## src/rtl/hex_alu_display_ctrl.sv

```systemverilog
// Handshaked single-op ALU engine whose registered result is scanned onto a WIDTH/4-digit hex display.
// Optional HEX_DISPLAY_BLANK_EN: blank leading-zero digits (digit 0 always shown).
module hex_alu_display_ctrl #(
    parameter int WIDTH       = 16,
    parameter int REFRESH_DIV = 50000
) (
    input  logic               clk,
    input  logic               reset,
    input  logic               start,
    input  logic [3:0]         ext_input,
    input  logic [WIDTH-1:0]   a_in,
    input  logic [WIDTH-1:0]   b_in,
    output logic               busy,
    output logic               done,
    output logic [WIDTH-1:0]   A,
    output logic [WIDTH-1:0]   B,
    output logic [WIDTH-1:0]   Z,
    output logic [4:0]         flags,
    output logic [6:0]         seg7,
    output logic [WIDTH/4-1:0] select
);
    localparam int DIGITS = WIDTH / 4;
    localparam int CNT_W  = (REFRESH_DIV > 1) ? $clog2(REFRESH_DIV) : 1;
    localparam int IDX_W  = (DIGITS > 1) ? $clog2(DIGITS) : 1;

    typedef enum logic [1:0] {ST_IDLE = 2'd0, ST_EXEC = 2'd1, ST_DONE = 2'd2} state_t;

    state_t             state_r, state_next_s;
    logic               busy_r, done_r;
    logic [3:0]         op_r;
    logic [WIDTH-1:0]   a_r, b_r, z_r;
    logic [4:0]         flags_r;

    logic [WIDTH:0]     sum_s, diff_s;
    logic [WIDTH-1:0]   alu_z_s;
    logic               c_s, l_s, f_s, zf_s, n_s, add_ovf_s, sub_ovf_s, slt_s;
    logic               is_cmp_s, op_valid_s;

    logic [CNT_W-1:0]   cnt_r;
    logic [IDX_W-1:0]   idx_r, idx_next_s;
    logic [DIGITS-1:0]  select_r, select_next_s;
    logic [3:0]         nib_s;
    logic               blank_s;

    // Active-low {g,f,e,d,c,b,a} glyphs for one hex nibble.
    function automatic logic [6:0] hex_to_seg(input logic [3:0] nib);
        case (nib)
            4'h0:    hex_to_seg = 7'b1000000;
            4'h1:    hex_to_seg = 7'b1111001;
            4'h2:    hex_to_seg = 7'b0100100;
            4'h3:    hex_to_seg = 7'b0110000;
            4'h4:    hex_to_seg = 7'b0011001;
            4'h5:    hex_to_seg = 7'b0010010;
            4'h6:    hex_to_seg = 7'b0000010;
            4'h7:    hex_to_seg = 7'b1111000;
            4'h8:    hex_to_seg = 7'b0000000;
            4'h9:    hex_to_seg = 7'b0010000;
            4'hA:    hex_to_seg = 7'b0001000;
            4'hB:    hex_to_seg = 7'b0000011;
            4'hC:    hex_to_seg = 7'b1000110;
            4'hD:    hex_to_seg = 7'b0100001;
            4'hE:    hex_to_seg = 7'b0000110;
            default: hex_to_seg = 7'b0001110;
        endcase
    endfunction

    // FSM state register.
    always_ff @(posedge clk) begin
        if (reset) state_r <= ST_IDLE;
        else       state_r <= state_next_s;
    end

    // FSM next state; start is only honoured from IDLE, never queued.
    always_comb begin
        state_next_s = state_r;
        case (state_r)
            ST_IDLE: begin
                if (start) state_next_s = ST_EXEC;
                else       state_next_s = ST_IDLE;
            end
            ST_EXEC: state_next_s = ST_DONE;
            ST_DONE: state_next_s = ST_IDLE;
            default: state_next_s = ST_IDLE;
        endcase
    end

    // busy/done registered from the next state so they line up with state_r.
    always_ff @(posedge clk) begin
        if (reset) begin
            busy_r <= 1'b0;
            done_r <= 1'b0;
        end else begin
            busy_r <= (state_next_s != ST_IDLE);
            done_r <= (state_next_s == ST_DONE);
        end
    end

    // ALU: all arithmetic is WIDTH+1 bits so bit WIDTH is carry (ADD) or borrow (SUB/CMP).
    always_comb begin
        sum_s      = {1'b0, a_r} + {1'b0, b_r};
        diff_s     = {1'b0, a_r} - {1'b0, b_r};
        add_ovf_s  = (a_r[WIDTH-1] == b_r[WIDTH-1]) && (sum_s[WIDTH-1] != a_r[WIDTH-1]);
        sub_ovf_s  = (a_r[WIDTH-1] != b_r[WIDTH-1]) && (diff_s[WIDTH-1] != a_r[WIDTH-1]);
        slt_s      = ($signed(a_r) < $signed(b_r));
        alu_z_s    = '0;
        c_s        = 1'b0;
        l_s        = 1'b0;
        f_s        = 1'b0;
        n_s        = 1'b0;
        zf_s       = 1'b0;
        is_cmp_s   = 1'b0;
        op_valid_s = 1'b1;
        case (op_r)
            4'd0: begin
                alu_z_s = sum_s[WIDTH-1:0];
                c_s     = sum_s[WIDTH];
                f_s     = add_ovf_s;
            end
            4'd1, 4'd8: begin
                alu_z_s  = (op_r == 4'd8) ? '0 : diff_s[WIDTH-1:0];
                is_cmp_s = (op_r == 4'd8);
                c_s      = diff_s[WIDTH];
                l_s      = diff_s[WIDTH];
                f_s      = sub_ovf_s;
                n_s      = slt_s;
            end
            4'd2:    alu_z_s = a_r & b_r;
            4'd3:    alu_z_s = a_r | b_r;
            4'd4:    alu_z_s = a_r ^ b_r;
            4'd5:    alu_z_s = ~a_r;
            4'd6:    alu_z_s = {a_r[WIDTH-2:0], 1'b0};
            4'd7:    alu_z_s = {1'b0, a_r[WIDTH-1:1]};
            4'd9:    alu_z_s = b_r;
            default: op_valid_s = 1'b0;
        endcase
        if (is_cmp_s)        zf_s = (a_r == b_r);
        else if (op_valid_s) zf_s = (alu_z_s == '0);
        else                 zf_s = 1'b0;
    end

    // Operand latch in IDLE and result/flag capture in EXEC.
    always_ff @(posedge clk) begin
        if (reset) begin
            op_r    <= 4'd0;
            a_r     <= '0;
            b_r     <= '0;
            z_r     <= '0;
            flags_r <= 5'd0;
        end else begin
            if (state_r == ST_IDLE && start) begin
                op_r <= ext_input;
                a_r  <= a_in;
                b_r  <= b_in;
            end
            if (state_r == ST_EXEC) begin
                z_r     <= alu_z_s;
                flags_r <= {c_s, l_s, f_s, zf_s, n_s};
            end
        end
    end

    // Next digit index and its one-hot active-low enable.
    always_comb begin
        select_next_s = '1;
        if (idx_r == IDX_W'(DIGITS - 1)) idx_next_s = '0;
        else                             idx_next_s = idx_r + IDX_W'(1);
        for (int d = 0; d < DIGITS; d++) begin
            select_next_s[d] = (idx_next_s != IDX_W'(d));
        end
    end

    // Refresh timer: the digit advances when the counter wraps.
    always_ff @(posedge clk) begin
        if (reset) begin
            cnt_r    <= '0;
            idx_r    <= '0;
            select_r <= {{(DIGITS-1){1'b1}}, 1'b0};
        end else if (cnt_r == CNT_W'(REFRESH_DIV - 1)) begin
            cnt_r    <= '0;
            idx_r    <= idx_next_s;
            select_r <= select_next_s;
        end else begin
            cnt_r    <= cnt_r + CNT_W'(1);
        end
    end

    // Digit glyph decoded straight from z_r so a new result appears on the current digit at once.
    always_comb begin
        nib_s   = 4'd0;
        blank_s = 1'b0;
        for (int d = 0; d < DIGITS; d++) begin
            if (idx_r == IDX_W'(d)) nib_s = z_r[4*d +: 4];
        end
`ifdef HEX_DISPLAY_BLANK_EN
        if (idx_r != '0) begin
            blank_s = 1'b1;
            for (int d = 0; d < DIGITS; d++) begin
                if (IDX_W'(d) >= idx_r && z_r[4*d +: 4] != 4'd0) blank_s = 1'b0;
            end
        end else begin
            blank_s = 1'b0;
        end
`else
        blank_s = 1'b0;
`endif
        if (blank_s) seg7 = 7'b1111111;
        else         seg7 = hex_to_seg(nib_s);
    end

    assign busy   = busy_r;
    assign done   = done_r;
    assign A      = a_r;
    assign B      = b_r;
    assign Z      = z_r;
    assign flags  = flags_r;
    assign select = select_r;

endmodule
```

## config.mk

```make
export PLATFORM = sky130hd
export DESIGN_NAME = hex_alu_display_ctrl
export DESIGN_NICKNAME = d
export VERILOG_FILES = /design/src/rtl/hex_alu_display_ctrl.sv
export SDC_FILE = /design/constraint.sdc
export NUM_CORES = 1
export LEC_CHECK = 0
export BUFFER_PORTS_ARGS = -buffer_cell sky130_fd_sc_hd__buf_4
export CAP_MARGIN = 0
export CORE_ASPECT_RATIO = 1.75
export CORE_MARGIN = 1.5
export CORE_UTILIZATION = 55
export CTS_CLUSTER_SIZE = 16
export DETAILED_ROUTE_END_ITERATION = 12
export PLACE_DENSITY_LB_ADDON = 0.1
export SYNTH_ARGS = -nofsm -noshare
export SYNTH_HDL_FRONTEND = slang
export SYNTH_SLANG_ARGS = --single-unit
```

## constraint.sdc

```tcl
create_clock -name clk -period 4.8 [get_ports clk]
set_input_delay 0.96 -clock clk [delete_from_list [all_inputs] [get_ports clk]]
set_output_delay 0.96 -clock clk [all_outputs]
set_load 0.1 [all_outputs]
```

==> flow_summary.toml, run 1 <==
[cts]
cts_buffers = 9
cts_resized = 0
clkSinkCount = 83
cts-root-buf = "clkbuf_16"
h-tree-depth = 3
cts_tree = "done"
cts_post_setup_buffers_inserted = 0
clk_pin_slew_ps = 70
clk_path_buf_depth = 2
clk_latency_ps = 360
cts_hold_buf = 0

[synthesis]
synthDistinctLibCells = 82
ys_ff_latch = 83
seq_area_frac_synth = 0.2461
syn_nets = 1009
netlist_instances = 906
synth_edf_count = 0
avgSynthCellArea_um2 = 7.453
synth_top_area_frac = 0.2461
ys.flop_type = "dfxtp_1"
yosysWarningCount = 0
synthesis.area_um2 = 6753
synth_largest_area_cell = "dfxtp_1"
async_flop_share = 0
synthTopCellsByArea = "dfxtp_1 25%, ha_1 11%, a21oi_1 6.4%"

[timing]
post-route-period-util = 0.8717
drv_slew = 0
setup_viol = 0
whs_ps = 457.4
hold_viol = 0
worst_slack_ps = 615.8
period_needed_ps = 4184
grt_setup_unrepaired = "no"
tightest_slew_ps = 1020
tns_ps = 0
clock.fmax_mhz = 239.0
slew_headroom = 0.3170
worst_clock_skew_ps = 12.15

[power_and_ir_drop]
p_leak_nw = 3.242
ir_drop_uv = 194.4
power_density_nw_per_um2 = 299.5

[placed_design]
gp_congestion = 0.9837
place_ws_ps = 996.9
dp_hpwl_mm = 15.63
numPortBuffers = 104
dpl.cell_count = 1127
dpl_cell_area_um2 = 7575

[worst_hold_path]
whs_path_depth = 2
hp-class = "reg2reg"

[final_layout]
fill_cells = 1102
antennaDiodeCount = 0
drive_gt1_frac = 0.1718
design_area_um2 = 7866
final_common_cell = "buf_4"
nNetsFinal = 1076
finalNonFillerCells = 1143
mostFrequentLayoutCells = "116 x buf_4, 114 x nand2_1, 109 x nor2_1"
area_growth_pct = 16.49

[floorplan]
die_area_um2 = 12980
die_y_um = 149.6
io_pins = 105
fp-row-count = 53
start_util = 0.5626
dieWidth_um = 86.76
core_area_um2 = 12000

[global_routing]
grt_max_degree = 71
overflow = 0
grt_antenna_before_repair = 0
grt_pass1_vias = 6554
track_usage = 0.3217
grt_pass1_wl_mm = 32.53

[worst_setup_path]
reg2reg_depth = 11
crit_path_max_incr_delay_ps = 470
worstSetupPathDepth = 13
critPathLaunchType = "flop"
timing.critical_path.buf_inv = 3
cp_slowest_cell = "mux4_2"
cp_max_fo = 7
cp.required_ps = 3840
end_kind = "output port"
critPathArrivalTime_ps = 3220
path_cells = "inv_1 > ha_1 > nand2_1 > nor2_1 > a21oi_1 > nor2_1 > a21oi_1 > nor2_1 > a21oi_1 > inv_1 > ha_1 > mux4_2 > buf_4"
critPathKind = "reg2out"
cpLargestDelayFamily = "compound AO/OA/AOI/OAI gates"

[detailed_routing]
vias = 7061
drt-initial-drc-count = 635
wirelength_mm = 20.78
antenna_left = 0
avgRoutedWirePerCell_um = 18.18
drt_pass1_iterations = 8
drc_errors = 0
vias_per_cell = 6.178

[flow_run]
cap_violations = 0

[outcome]
status = "complete, no violations"
-- layer usage --
metal | global-route usage | vias to the layer above | share of wire
li1 | - | 3372 | -
met1 | 0.3401 | 3268 | 0.37
met2 | 0.5754 | 319 | 0.51
met3 | 0.05516 | 102 | 0.057
met4 | 0.2073 | 0 | 0.064
met5 | 0 | - | 0
-- worst register-to-register path, delay by kind of cell (launching register included) --
family / cells / cell delay, ps
compound gates: 6 / 1800
simple gates: 3 / 750
flops: 1 / 550
fa+ha+maj: 1 / 460
buf+inv: 1 / 90
-- cell type report --
type | count | area (µm²) | area share
repair buffers | 116 | 870.8 | 0.1107
inverters | 56 | 210.2 | 0.02672
flip-flops and latches | 83 | 1662 | 0.2112
clock inverters | 7 | 66.31 | 0.008430
well taps | 165 | 206.4 | 0.02624
clock buffers | 9 | 225.2 | 0.02863
multi-input cells | 707 | 4626 | 0.5880
-- synth_stat cells (all sizes together) (8+ instances only) --
cell type and n:
nor2b 11, nor3 26, a221oi 10, nand2 114, or2 8, a211oi 13
clkbuf 35, inv 56, a22o 9, nor2 109, nand4 11, nand3 21
o21ai 28, mux2i 8, buf 25, dfxtp 83, nand2b 15, ha 62
xnor2 8, nor4 9, a21oi 86, a22oi 13
-- where the power goes --
group / switching (mW) / total (mW) / internal [mW]
clock: 0.323 / 0.688 / 0.365
combinational: 0.623 / 0.891 / 0.267
sequential: 0.0543 / 0.777 / 0.723
total: 1.00 / 2.36 / 1.36
-- per-stage QoR --
stage / total power [mW] / util
after global routing: 2.461 / 0.6554
final: 2.356 / 0.6554
after detailed placement: 1.667 / 0.6311
after CTS: 2.354 / 0.6554
after floorplan: 1.460 / -
after global placement: 1.662 / 0.6311
-- registers in the layout, indices dropped and copies added (netlist names), 2 cells and up --
signal	cells
A	16
Z	16
idx_r	2
cnt_r	16
state_r	2
flags	5
op_r	4
B	16
select	4
-- kinds of logic after synthesis --
kind of cell,count (synthesis),share of synthesized area
compound gates,245,0.2501
xor+xnor,15,0.01946
fa+ha+maj,64,0.1208
buf+inv,116,0.07504
flops,83,0.2461
mux,15,0.02520
simple gates,368,0.2633
-- final timing paths --
check	from	endpoint	slack (ps)
worst min register to register	flags[2]	flags[2]	460
worst max-delay path	idx_r[0]	seg7[3]	620
worst max register to register	A[8]	flags[1]	1080
worst min-delay path	flags[2]	flags[2]	460
(Power assumes the default switching activity.)
==> inputs of run 2 (changes only) <==
CORE_UTILIZATION = 53   (was 55)
clock period = 3.4 ns   (was 4.8 ns; I/O delays follow)
==> flow_summary.toml, run 2 (synthesis gave the netlist of run 1 again) <==
[timing]
worst_clock_skew_ps = 9.531
period_needed_ps = 3315
whs_ps = 456.1
clock.fmax_mhz = 301.7
worst_slack_ps = 85.04
grt_setup_unrepaired = "yes"
setup_viol = 0
hold_viol = 0
drv_slew = 0
slew_headroom = 0.2805
post-route-period-util = 0.9750
tightest_slew_ps = 1079

[detailed_routing]
wirelength_mm = 23.12
avgRoutedWirePerCell_um = 19.16
antenna_left = 0
drc_errors = 0
vias = 7402
vias_per_cell = 6.133
drt-initial-drc-count = 727
drt_pass1_iterations = 7

[final_layout]
final_common_cell = "buf_4"
design_area_um2 = 8605
mostFrequentLayoutCells = "172 x buf_4, 113 x nand2_1, 108 x nor2_1"
drive_gt1_frac = 0.2791
antennaDiodeCount = 0
area_growth_pct = 27.42
nNetsFinal = 1137

[worst_setup_path]
timing.critical_path.buf_inv = 4
cpLargestDelayFamily = "buffers and inverters"
cp_common_cell = "nor2_1"
critPathKind = "reg2out"
path_cells = "buf_12 > ha_4 > nor2_1 > a21oi_1 > nor2_1 > a21oi_1 > nor2_1 > a21oi_2 > buf_4 > ha_4 > inv_2 > mux4_2 > buf_12"
reg2reg_slack_ps = 110
critPathArrivalTime_ps = 2630
end_kind = "output port"
cp_max_fo = 8
cp.required_ps = 2720
critPathLaunchType = "flop"
crit_path_max_incr_delay_ps = 470
cp_slowest_cell = "mux4_2"

[floorplan]
core_area_um2 = 12430
fp-row-count = 54
start_util = 0.5432
die_y_um = 152.3
die_area_um2 = 13450
io_pins = 105
dieWidth_um = 88.33

[placed_design]
numPortBuffers = 104
dpl_cell_area_um2 = 8048
gp_congestion = 1.017
dp_hpwl_mm = 17.46
place_ws_ps = 31.20

[global_routing]
grt_pass1_wl_mm = 35.51
overflow = 0
grt_antenna_before_repair = 0
track_usage = 0.3396
grt_pass1_vias = 7096
grt_max_degree = 70

[cts]
cts_buffers = 9
clkSinkCount = 83
cts_hold_buf = 0
clk_pin_slew_ps = 70
h-tree-depth = 3
clk_path_buf_depth = 2
cts_tree = "done"
clk_latency_ps = 360
cts-root-buf = "clkbuf_16"

[worst_hold_path]
hp-class = "reg2reg"

[power_and_ir_drop]
ir_drop_uv = 255.7
p_leak_nw = 3.612
power_density_nw_per_um2 = 411.3

[flow_run]
cap_violations = 0

[outcome]
status = "complete, no violations"
-- run 2: cell count changes in the layout (fill, tap and decap cells not counted), sizes merged --
cell and change:
inv -3, clkinvlp -2, buf +61, clkinv +4
bufinv +1
-- run 2: worst min-delay path: stages, from the launching register on --
cell	delay, ps
dfxtp_1	310
nand2_1	50
a21oi_1	50
-- run 2: final timing paths --
path,endpoint,cells after the start,from
max,seg7[3],13,idx_r[0]
min,flags[2],2,flags[2]
max reg2reg,flags[1],11,A[1]
min reg2reg,flags[2],2,flags[2]
-- run 2: report_power, final --
part           switching, mW  internal (mW)
clock                  0.453          0.582
sequential            0.0679           1.02
combinational          0.943          0.469
total                   1.46           2.07
-- run 2: layer usage --
metal	up-vias	track usage	part of all wire
met3	127	0.05255	0.060
met2	363	0.5947	0.50
li1	3477	-	-
met1	3435	0.3604	0.36
met5	-	0	0
met4	0	0.2299	0.079
-- run 2: repair_timing --
action                                  CTS  global route
pin swaps                                 0            14
endpoints found under the setup margin    7             8
setup buffers                             1             9
gates resized for setup                  10            30
-- run 2: layout make-up --
| type | instances | area, µm² |
|---|---|---|
| fillers | 1153 | 3827 |
| inverters | 56 | 215.2 |
| clock buffers | 9 | 225.2 |
| clock inverters | 7 | 86.33 |
| repair buffers | 177 | 1383 |
| multi-input cells | 707 | 4768 |
| well taps | 168 | 210.2 |
| flip-flops and latches | 83 | 1717 |
-- run 2: per-stage QoR --
| step | power [mW] | cells | setup TNS (ps) | utilization |
|---|---|---|---|---|
| final | 3.539 | 1207 | 0 | 0.6921 |
| after global routing | 3.672 | 1207 | -63.12 | 0.6921 |
| after CTS | 3.481 | 1198 | 0 | 0.6763 |
| after detailed placement | 2.452 | 1181 | 0 | 0.6473 |
| after global placement | 2.442 | 1181 | 0 | 0.6473 |
| after floorplan | 2.074 | 906 | -1.871 | - |
==> inputs of run 3 (changes only) <==
CTS_BUF_LIST = sky130_fd_sc_hd__clkbuf_8 sky130_fd_sc_hd__clkbuf_16   (was not set)
GPL_TIMING_DRIVEN = 0   (was not set)
==> flow_summary.toml, run 3 (synthesis gave the netlist of run 1 again) <==
[outcome]
status = "complete, no violations"

[floorplan]
die_y_um = 152.3
core_area_um2 = 12430
start_util = 0.5432
fp-row-count = 54
dieWidth_um = 88.33
die_area_um2 = 13450
io_pins = 105

[final_layout]
final_util = 0.6752
area_growth_pct = 24.31
final_common_cell = "nand2_1"
drive_gt1_frac = 0.2439
nNetsFinal = 1127
antennaDiodeCount = 0
mostFrequentLayoutCells = "113 x nand2_1, 111 x buf_4, 109 x nor2_1"
fill_cells = 1173

[placed_design]
gp_congestion = 0.9870
numPortBuffers = 103
place_ws_ps = -178.0
dp_hpwl_mm = 18.93

[worst_setup_path]
critPathKind = "reg2reg"
critPathArrivalTime_ps = 3650
cp.required_ps = 3670
critPathLaunchType = "flop"
cp_max_fo = 6
reg2reg_depth = 12
end_kind = "flop"

[flow_run]
cap_violations = 0

[global_routing]
grt_pass1_wl_mm = 36.96
grt_antenna_before_repair = 0
track_usage = 0.3577
grt_max_degree = 18
overflow = 0
grt_pass1_vias = 7179

[power_and_ir_drop]
p_switching_mw = 1.506
netSwitchingFraction = 0.4341
ir_drop_uv = 284.6
p_int_mw = 1.964
comb_power_share = 0.399
power_frac_clock = 0.285
p_leak_nw = 3.422
sequentialPowerShare = 0.316
power_density_nw_per_um2 = 413.4

[cts]
clk_latency_ps = 360
cts_buffers = 9
cts-root-buf = "clkbuf_16"
clkSinkCount = 83
cts_hold_buf = 0
h-tree-depth = 3
cts_tree = "done"
clk_path_buf_depth = 2
clk_pin_slew_ps = 70

[timing]
hold_viol = 0
post-route-period-util = 0.9933
worst_slack_ps = 22.79
worst_clock_skew_ps = 18.92
period_needed_ps = 3377
clock.fmax_mhz = 296.1
setup_viol = 0
tightest_slew_ps = 1397
slew_headroom = 0.06641
grt_setup_unrepaired = "yes"
tns_ps = 0
drv_slew = 0

[worst_hold_path]
hp-class = "reg2reg"
whs_path_depth = 2

[detailed_routing]
wirelength_mm = 24.00
vias_per_cell = 6.074
drt-initial-drc-count = 539
antenna_left = 0
avgRoutedWirePerCell_um = 20.05
vias = 7271
drc_errors = 0
drt_pass1_iterations = 6
-- run 3: cell count changes in the layout (fill, tap and decap cells not counted), sizes merged --
cell      delta
buf         -43
bufinv       -1
clkbuf      +33
clkinv       -4
clkinvlp     +2
inv          +3
-- run 3: worst paths after layout --
| kind | from | endpoint | slack, ps |
|---|---|---|---|
| worst max-delay path | A[0] | flags[1] | 20 |
| worst min-delay path | flags[2] | flags[2] | 450 |
| worst max register to register | A[0] | flags[1] | 20 |
| worst min register to register | flags[2] | flags[2] | 450 |
-- run 3: through the flow --
stage                     hold WS [ps]  instances  total power, mW  instance area (µm²)
final                            455.0       1197            3.470                 8394
after global routing             482.0       1197            3.602                 8394
after CTS                        458.8       1195            3.436                 8243
after detailed placement         448.8       1177            2.424                 7830
after global placement           445.2       1177            2.416                 7830
after floorplan                  430.0        906            2.074                 6847
-- run 3: routing by layer --
metal,up-vias,share of wire,GRT usage
met1,3383,0.36,0.3751
li1,3471,-,-
met4,0,0.082,0.2567
met5,-,0,0
met3,115,0.048,0.05200
met2,302,0.51,0.6263
-- run 3: cell type report --
class / instances / area (µm²) / area share
plain buffers: 58 / 291.5 / 0.03473
clock buffers: 9 / 225.2 / 0.02683
clock inverters: 7 / 66.31 / 0.007900
inverters: 56 / 212.7 / 0.02534
multi-input cells: 707 / 4833 / 0.5758
flip-flops and latches: 83 / 1717 / 0.2045
well taps: 168 / 210.2 / 0.02504
repair buffers: 109 / 838.3 / 0.09987
-- run 3: repair_timing --
action | 4_1_cts | 5_1_grt
resized for setup | 24 | 33
pin swaps | 3 | 7
setup endpoints to repair | 8 | 7
buffers inserted | 4 | 2
-- run 3: critical path, stage by stage (launching register included) --
cell and delay, ps:
dfxtp_4 390, inv_2 60, ha_4 160, fa_2 340
or2_4 290, a221oi_4 350, o2111ai_4 230, nand2_1 180
mux2_2 160, nor2_1 40, a311o_1 340, or4_4 540
o31ai_2 210
-- run 3: power groups by stage --
stage,clock network (mW),logic [mW],registers [mW]
2_1_floorplan,0,0.684,1.39
3_3_place_gp,0,1.30,1.12
3_5_place_dp,0,1.30,1.12
4_1_cts,0.996,1.34,1.10
5_1_grt,1.04,1.46,1.10
6_report,0.988,1.38,1.10
